--- src/rtl/count_compare_pwm_pkg.sv ---
// counter_pkg: shared defaults for the upstream 8-bit counter and its consumers.
package counter_pkg;
    localparam int CNT_WIDTH = 8;
    localparam logic [CNT_WIDTH-1:0] CNT_CMP_RESET = 8'h80;
    localparam logic [CNT_WIDTH-1:0] CNT_MAX = '1;
endpackage

--- src/rtl/count_compare_pwm_edge_detect.sv ---
// count_edge_detect: remembers the previous count sample and flags natural wraps and discontinuities.
module count_edge_detect
    import counter_pkg::*;
#(
    parameter int WIDTH = CNT_WIDTH,
    parameter logic [WIDTH-1:0] MAX = CNT_MAX
) (
    input  logic             clk,
    input  logic             rst,
    input  logic [WIDTH-1:0] count,
    output logic             wrap,
    output logic             jump
);
    logic [WIDTH-1:0] prev;
    logic             prev_valid;
    logic [WIDTH-1:0] prev_next;

    assign prev_next = prev + 1'b1;
    assign wrap = prev_valid && prev == MAX && count == '0;
    // a held value is not a jump; prev_next wraps, so max->0 is excluded too
    assign jump = prev_valid && count != prev && count != prev_next;

    always_ff @(posedge clk or negedge rst) begin
        if (!rst) begin
            prev       <= '0;
            prev_valid <= 1'b0;
        end else begin
            prev       <= count;
            prev_valid <= 1'b1;
        end
    end
endmodule

--- src/rtl/count_compare_pwm.sv ---
// count_compare_pwm: PWM against a double-buffered compare value, with wrap/match/jump
// flags, a saturating wrap tally and a sticky interrupt.
module count_compare_pwm
    import counter_pkg::*;
#(
    parameter int WIDTH = CNT_WIDTH,
    parameter int WRAP_CNT_W = 16,
    parameter logic [WIDTH-1:0] CMP_RESET = CNT_CMP_RESET
) (
    input  logic                  clk,
    input  logic                  rst,
    input  logic [WIDTH-1:0]      count,
    input  logic                  en,
    input  logic [WIDTH-1:0]      cmp_wdata,
    input  logic                  cmp_we,
    input  logic                  irq_clr,
    output logic                  pwm_out,
    output logic                  match_pulse,
    output logic                  wrap_pulse,
    output logic                  jump_pulse,
    output logic [WRAP_CNT_W-1:0] wrap_cnt,
    output logic [WIDTH-1:0]      cmp_active,
    output logic                  irq
);
    logic [WIDTH-1:0] shadow;
    logic             wrap;
    logic             jump;
    logic             match;

    count_edge_detect #(.WIDTH(WIDTH), .MAX({WIDTH{1'b1}})) u_edge (
        .clk  (clk),
        .rst  (rst),
        .count(count),
        .wrap (wrap),
        .jump (jump)
    );

    assign match = en && count == cmp_active;

    always_ff @(posedge clk or negedge rst) begin
        if (!rst) begin
            pwm_out     <= 1'b0;
            match_pulse <= 1'b0;
            wrap_pulse  <= 1'b0;
            jump_pulse  <= 1'b0;
            wrap_cnt    <= '0;
            shadow      <= CMP_RESET;
            cmp_active  <= CMP_RESET;
            irq         <= 1'b0;
        end else begin
            pwm_out     <= en && count < cmp_active;
            match_pulse <= match;
            wrap_pulse  <= wrap;
            jump_pulse  <= jump;
            if (cmp_we)
                shadow <= cmp_wdata;
            // a write coinciding with a wrap lands in shadow for the following wrap
            if (wrap || !en)
                cmp_active <= shadow;
            if (wrap && wrap_cnt != '1)
                wrap_cnt <= wrap_cnt + 1'b1;
            irq <= wrap || match || (irq && !irq_clr);
        end
    end
endmodule

--- config.mk ---
export PLATFORM = sky130hd
export DESIGN_NAME = count_compare_pwm
export DESIGN_NICKNAME = d
export VERILOG_FILES = /design/src/rtl/count_compare_pwm_pkg.sv /design/src/rtl/count_compare_pwm_edge_detect.sv /design/src/rtl/count_compare_pwm.sv
export SDC_FILE = /design/constraint.sdc
export NUM_CORES = 1
export LEC_CHECK = 0
export CAP_MARGIN = 20
export CORE_MARGIN = 1
export CORE_UTILIZATION = 54
export DETAILED_ROUTE_END_ITERATION = 12
export GPL_ROUTABILITY_DRIVEN = 0
export PLACE_DENSITY_LB_ADDON = 0.2
export SLEW_MARGIN = 40
export SYNTH_ARGS = -nofsm -noshare
export SYNTH_HDL_FRONTEND = slang
export SYNTH_SLANG_ARGS = --single-unit
--- constraint.sdc ---
create_clock -name clk -period 5.6 [get_ports clk]
set_input_delay 0.56 -clock clk [delete_from_list [all_inputs] [get_ports clk]]
set_output_delay 0.56 -clock clk [all_outputs]
set_load 0.005 [all_outputs]
# == After elaboration in Yosys (flattened, before gate mapping) ==
# Index checks and enable logic that the tools add are counted.
# word_totals
output_inout_bits,29
inputBits,21
reg_bits,46
wordCells,32
# op_classes
add_sub_neg,2
n_reduce_logical,14
n_eq_ne,5
magnitude_cmp,1
# op_table
cell,count
adder 16 x 1 -> 16 bit (second input constant),1
inequality test 16 bit (second input constant),1
inequality test 8 bit,2
adder 8 x 1 -> 8 bit (second input constant),1
== test 8 bit,1
== test 8 bit (second input constant),1
logical AND 1 bit,8
zero test 8 bit,1
< comparator 8 bit,1
logical OR 1 bit,3
zero test 1 bit,2

# == Depth between registers and ports, before layout ==
# Gate-level depths: netlist (run 1).
# depth
word_depth,5
ltp_mapped,7
depth_no_buf,7

# == By module ==
# Synthesis (run 1) repeated with hierarchy kept, for this count alone.
# unflattened
hier_cells,212
area_unflattened_um2,2312.2
# by_module_without_submodules
module,instances,cells_per_inst,area_each_um2,seq_area_each_um2
count_compare_pwm,1,155,1757.9,928.4
count_edge_detect,1,57,554.3,225.2

# == Least setup slack after synthesis (run 1) ==
# No wires, ideal clock.
# synth_path
path_type,input to register
start,input port count[4]
end,register wrap_cnt[10]
slack_ns,3.577
arrival_time_ns,1.898
setup_ns,0.125
stages,6
t_required_ns,5.475
cell_sequence,nor4_1 nand4_1 or2_1 buf_6 nor3_1 mux2_2
# synth_via
elab_chain_cells,3
# synth_rtl
item,line,rtl
from (decl),count_compare_pwm.sv:12,"input logic [WIDTH-1:0] count,"
zero test 8 bit,count_compare_pwm_edge_detect.sv:19,assign wrap = prev_valid && prev == MAX && count == '0;
logical AND 1 bit,count_compare_pwm_edge_detect.sv:19,
logical AND 1 bit,count_compare_pwm.sv:60,if (wrap && wrap_cnt != '1)
to (signal assigned),count_compare_pwm.sv:61,wrap_cnt <= wrap_cnt + 1'b1;
to (decl),count_compare_pwm.sv:21,"output logic [WRAP_CNT_W-1:0] wrap_cnt,"
# No other way between the ends.
# A chain may end at the register's enable or synchronous reset.

# == Worst setup path in the final report (run 1) ==
# layout_path
start,input port count[5]
end,register cmp_active[2]
# layout_via
elab_chain_cells,3
# layout_rtl
item,line,rtl
zero test 8 bit,count_compare_pwm_edge_detect.sv:19,
logical AND 1 bit,count_compare_pwm_edge_detect.sv:19,
logical OR 1 bit,count_compare_pwm.sv:58,if (wrap || !en)
to (signal assigned),count_compare_pwm.sv:59,cmp_active <= shadow;
to (decl),count_compare_pwm.sv:22,"output logic [WIDTH-1:0] cmp_active,"
# No other way between the ends.

==> results of run 1 <==
-- power by group through the flow --
stage | clock network (uW) | logic, uW | registers, uW
floorplan | 0 | 53.0 | 371
global placement | 0 | 105 | 374
detailed placement | 0 | 108 | 375
CTS | 244 | 109 | 368
global route | 261 | 119 | 371
finish | 237 | 107 | 368
-- worst min path at each step --
| stage | from | end | slack [ns] | cells after the start |
|---|---|---|---|---|
| floorplan | rst | cmp_active[0] | 0.26 | 0 |
| global placement | wrap_cnt[7] | wrap_cnt[7] | 0.48 | 1 |
| detailed placement | wrap_cnt[7] | wrap_cnt[7] | 0.48 | 1 |
| CTS | rst | cmp_active[1] | 0.27 | 1 |
| global route | rst | u_edge.prev[3] | 0.30 | 1 |
| finish | rst | u_edge.prev[2] | 0.26 | 1 |
-- sequential cells by signal, summed over array words and instances, names as in the netlist --
| register | count |
|---|---|
| wrap_cnt | 16 |
| match_pulse | 1 |
| pwm_out | 1 |
| jump_pulse | 1 |
| u_edge.prev_valid | 1 |
| wrap_pulse | 1 |
| u_edge.prev | 8 |
| shadow | 8 |
| irq | 1 |
| cmp_active | 8 |
-- cell families after synthesis --
group	Yosys count	synth area share
adders and majority gates	10	0.0550
muxes	19	0.0941
AOI/OAI and AO/OA	12	0.0347
other	1	0.00165
xor gates and xnor gates	26	0.100
and+or+nand+nor	68	0.179
buffers and inverters	15	0.0286
DFF	46	0.507
-- layout make-up --
cell class / count / area (um^2)
well taps: 50 / 62.6
clock inverters: 2 / 37.5
fillers: 286 / 1110
flip-flops and latches: 46 / 1150
repair buffers: 50 / 495
inverters: 12 / 45.0
multi-input cells: 136 / 1060
clock buffers: 6 / 72.6
-- per-layer routing --
metal	vias to the layer above	track usage
met2	39	0.362
li1	803	-
met3	6	0.0479
met5	-	0
met4	0	0.0691
met1	809	0.314
-- per-stage QoR --
step	setup slack, ns	total power (uW)	instances	area [um^2]
after global routing	3.03	751	302	2920
final	3.19	712	302	2920
after global placement	3.00	479	294	2810
after detailed placement	2.88	482	294	2810
after floorplan	3.58	424	197	2270
after CTS	3.19	721	302	2920
-- worst register-to-register path, stage by stage (launching register included) --
cell and delay (ns):
dfrtp_1 0.43, ha_1 0.26, and4bb_2 0.26, nand4_1 0.11, or2_1 0.35, nand2_2 0.23
mux2_2 0.36
-- cells in the final DEF (no fill, tap or decap), drive strengths merged, types with 2 or more instances in the layout --
cell | synthesis | layout
nand2 | 16 | 16
nand3 | 9 | 9
and3 | 5 | 5
clkdlybuf4s50 | 0 | 48
nand2b | 2 | 2
nor3 | 6 | 6
dfstp | 2 | 2
dfrtp | 44 | 44
nor2 | 4 | 4
xor2 | 10 | 10
buf | 2 | 2
mux2 | 19 | 19
nor2b | 2 | 2
and4 | 4 | 4
clkbuf | 1 | 6
xnor2 | 16 | 16
ha | 10 | 10
o21ai | 2 | 2
nor4 | 3 | 3
nand4 | 11 | 11
a21oi | 4 | 4
inv | 12 | 12
==> results.py, run 1 <==
metrics = {
    "grt": {
        "grt_max_degree": 47,
        "grt_usage": 0.229,
        "antenna_found_initial": 0,
        "grt_pass1_wl_mm": 7.65,
        "gr-total-overflow": 0,
        "grt_pass1_vias": 1649,
    },
    "setup_path": {
        "reg2reg_to": "cmp_active[2]",
        "cp_cell_sequence": "clkdlybuf4s50_1 > nor4_1 > nand4_1 > or2_1 > nand2_2 > mux2_2",
        "cp_slowest_cell": "clkdlybuf4s50_1",
        "crit_arrival_ns": 2.59,
        "regToRegStartpoint": "u_edge.prev[0]",
        "timing.reg2reg.setup_slack_ns": 3.48,
        "critPathLaunch": "count[5]",
        "ff2ff_path_depth": 6,
        "cp.buffers_inverters": 1,
        "crit_family": "simple AND/OR/NAND/NOR gates",
        "cp.depth": 6,
        "crit_path_end": "cmp_active[2]",
        "cp.required_ns": 5.78,
        "cp-start-kind": "primary input",
        "crit_fanout": 8,
        "critPathCaptureType": "flop",
        "crit_type": "in2reg",
        "critPathMaxStageDelay_ns": 0.51,
    },
    "synth": {
        "synth_common_cells": "dfrtp_1, mux2_2, xnor2_1, nand2_1, inv_1",
        "synth.yosys.seq_area_share": 0.507,
        "syn-cell-area_mm2": 0.00227,
        "ys_ff_latch": 46,
        "yosysWarnings": 0,
        "ys_top_cells_by_area": "dfrtp_1, mux2_2, xnor2_1, ha_1, xor2_1",
        "yosys.area.top_type_share": 0.484,
        "ys.flop_type": "dfrtp_1",
        "synthCells": 197,
        "synth-edff-count": 0,
        "async_reset_ff_frac": 1.00,
        "syn_avg_cell_area_um2": 11.5,
        "synthDistinctLibCells": 40,
        "synth_top_area_cell": "dfrtp_1",
        "synthMostInstantiatedCell": "dfrtp_1",
        "syn_nets": 228,
    },
    "floorplanning": {
        "io_pins": 50,
        "die_height_um": 66.9,
        "start_util": 0.565,
        "placementRows": 23,
        "design.core.area_mm2": 0.00403,
        "die_w_um": 66.9,
        "die-area_mm2": 0.00448,
    },
    "power": {
        "power_frac_seq": 0.517,
        "clockPowerShare": 0.333,
        "power.switching_uw": 163,
        "power.internal_uw": 548,
        "leakage_uw": 0.00125,
        "p_sw_frac": 0.229,
        "power_density_mw_per_mm2": 244,
        "combPwrFrac": 0.150,
        "vdd_drop_max_mv": 0.185,
    },
    "outcome": {
        "outcome": "completed",
    },
    "sta": {
        "worst_hold_slack_ns": 0.259,
        "slew_headroom": 0.629,
        "setup_viol": 0,
        "fmax_ghz": 0.415,
        "tightest_slew_ns": 0.556,
        "fin_crit_ns": 2.41,
        "skew_ns": 0.00624,
        "rsz0062_at_grt": "false",
        "hold_viol": 0,
        "finalMaxSlewViolations": 0,
        "fin_crit_sh": 0.431,
        "tns_ns": 0,
    },
    "drt": {
        "top_layer_used": "met4",
        "routed-wl-met2_mm": 2.17,
        "dr.pass1.iters": 4,
        "num_vias": 1657,
        "routed_wl_mm": 4.42,
        "routed-wl-met3_um": 164,
        "drt-met1-wl_mm": 2.03,
        "remaining_drc_errors": 0,
        "routed_via_density": 5.49,
        "routedWlPerCell_um": 14.6,
        "ant_nets": 0,
        "drt_iter0_drc": 129,
    },
    "placement": {
        "place_hpwl_mm": 3.36,
        "io_buffers": 49,
    },
    "clocking": {
        "clockBufferDepth": 2,
        "numCtsBuffers": 5,
        "postCtsSetupBuffers": 0,
        "clock-sinks": 46,
        "cts_root_buf": "clkbuf_8",
        "cts_tree": "yes",
        "clkTransAtPathRegs_ns": 0.08,
        "htreeDepth": 2,
        "cts_resized": 0,
        "clk_latency_ns": 0.29,
        "hold_buffers": 0,
    },
    "flow_run": {
        "maxCapViolations": 0,
    },
    "layout": {
        "nNetsFinal": 282,
        "final_layout_size_suffix_gt1_frac": 0.147,
        "area_growth_pct": 28.5,
        "diodes": 0,
        "utilization": 0.725,
    },
    "worst_hold_path": {
        "hold_path_class": "in2async",
    },
}
No activity file was read; power rests on OpenSTA's default activity.
==> run 2, diff against run 1 <==
CORE_UTILIZATION = 45   (was 54)
clock period = 2 ns   (was 5.6 ns; I/O delays follow)
==> run 2 against run 1 <==
Compared with the run above: critical path type is now reg2reg; critical path depth unchanged; cell count increased by 14%; largest cell class unchanged; sequential cell count did not move; worst hold slack gained 0.11 ns; setup slack worse by 3.1 ns; clock-buffer cell count up 1; clock skew decreased by 0.0020 ns.
==> results.py, run 2 (synthesized netlist as in run 1, its figures left out) <==
metrics = {
    "drt": {
        "ant_nets": 0,
        "drt_iter0_drc": 124,
        "routedWlPerCell_um": 14.4,
        "remaining_drc_errors": 0,
        "routed_via_density": 5.17,
        "dr.pass1.iters": 4,
        "routed_wl_mm": 4.92,
        "num_vias": 1772,
    },
    "power": {
        "p_sw_frac": 0.248,
        "leakage_uw": 0.00136,
        "vdd_drop_max_mv": 0.505,
        "power_frac_seq": 0.526,
        "power.switching_uw": 483,
        "combPwrFrac": 0.174,
        "power_density_mw_per_mm2": 624,
        "power.internal_uw": 1470,
        "clockPowerShare": 0.301,
        "finalPower_uw": 1950,
    },
    "layout": {
        "multi_input_area_mm2": 0.00108,
        "fillers": 407,
        "nNetsFinal": 306,
        "final_layout_size_suffix_gt1_frac": 0.228,
        "area_growth_pct": 37.4,
        "largest_reg_flops": 16,
        "diodes": 0,
        "final_common_cell": "clkdlybuf4s50_1",
        "mostFrequentLayoutCells": "clkdlybuf4s50_1, dfrtp_1, buf_4, mux2_2, xnor2_1",
        "utilization": 0.653,
        "top_register": "wrap_cnt",
        "regArea_mm2": 0.00115,
    },
    "floorplanning": {
        "design.core.area_mm2": 0.00479,
        "start_util": 0.475,
        "die-area_mm2": 0.00534,
        "die_height_um": 73.1,
        "placementRows": 25,
        "io_pins": 50,
        "die_w_um": 73.1,
    },
    "grt": {
        "grt_usage": 0.208,
        "grt_pass1_vias": 1751,
        "grt_pass1_wl_mm": 8.25,
        "gr-total-overflow": 0,
        "antenna_found_initial": 0,
        "grt_max_degree": 21,
    },
    "clocking": {
        "clock-sinks": 46,
        "clk_latency_ns": 0.30,
        "numCtsBuffers": 5,
        "clkTransAtPathRegs_ns": 0.08,
        "clockBufferDepth": 2,
        "cts_tree": "yes",
        "cts_root_buf": "clkbuf_8",
        "htreeDepth": 2,
    },
    "setup_path": {
        "crit_fanout": 8,
        "crit_type": "reg2reg",
        "reg2reg_to": "cmp_active[6]",
        "regToRegStartpoint": "u_edge.prev[1]",
        "timing.reg2reg.setup_slack_ns": 0.09,
        "cp-start-kind": "flop",
        "cp.required_ns": 2.18,
        "critPathLaunch": "u_edge.prev[1]",
        "crit_arrival_ns": 2.10,
        "ff2ff_path_depth": 6,
        "critPathCaptureType": "flop",
        "crit_path_end": "cmp_active[6]",
    },
    "placement": {
        "io_buffers": 49,
        "place_hpwl_mm": 3.75,
    },
    "sta": {
        "tns_ns": 0,
        "finalMaxSlewViolations": 0,
        "hold_viol": 0,
        "worst_hold_slack_ns": 0.365,
        "setup_viol": 0,
        "skew_ns": 0.00424,
        "fin_crit_sh": 0.955,
        "fmax_ghz": 0.523,
        "fin_crit_ns": 1.91,
    },
    "worst_hold_path": {
        "hold_path_class": "in2async",
    },
    "outcome": {
        "outcome": "completed",
    },
    "flow_run": {
        "maxCapViolations": 0,
    },
}
[run 2: worst max-delay path: stages, from the launching register on]
cell,delay (ns)
dfrtp_1,0.36
ha_2,0.18
and4bb_2,0.25
nand4_1,0.13
or2_4,0.30
nand2_2,0.20
mux2_2,0.37
[run 2: worst min path at each step]
stage          from       endpoint  slack [ns]
2_1_floorplan   rst  cmp_active[0]        -0.1
6_report        rst      shadow[0]        0.36
4_1_cts         rst      shadow[0]        0.38
5_1_grt         rst      shadow[0]        0.39
3_5_place_dp    rst      shadow[0]        0.17
3_3_place_gp    rst      shadow[0]        0.16
[run 2: metrics by stage]
step / instances / setup WS (ns) / area, um^2
3_3_place_gp: 332 / -0.164 / 2990
5_1_grt: 343 / -0.00521 / 3130
2_1_floorplan: 197 / 0.0559 / 2270
6_report: 343 / 0.0891 / 3130
3_5_place_dp: 332 / -0.208 / 2990
4_1_cts: 341 / 0.0405 / 3090
[run 2: what timing repair did]
item	4_1_cts	5_1_grt
hold buffers	1	0
gates resized for setup	0	4
buffers inserted	0	2
endpoints found under the hold margin	16	0
endpoints found under the setup margin	0	12
[run 2: area by class of cell]
| class | instances | share of cell area |
|---|---|---|
| Inverter | 12 | 0.0144 |
| Sequential cell | 46 | 0.369 |
| Clock inverter | 1 | 0.00160 |
| Tap cell | 67 | 0.0268 |
| Multi-Input combinational cell | 136 | 0.344 |
| Timing Repair Buffer | 74 | 0.216 |
| Clock buffer | 7 | 0.0276 |
[run 2: power by group through the flow]
stage	clock network [uW]	registers (uW)	logic, uW
6_report	587	1030	339
3_3_place_gp	0	1040	327
5_1_grt	649	1040	378
3_5_place_dp	0	1050	335
4_1_cts	607	1030	342
2_1_floorplan	0	1040	148
[run 2: per-layer routing]
metal	global-route usage	wire length (um)	part of all wire
met5	0	0	0
met4	0.0850	79	0.016
met3	0.0497	177	0.036
met2	0.317	2340	0.47
met1	0.284	2330	0.47
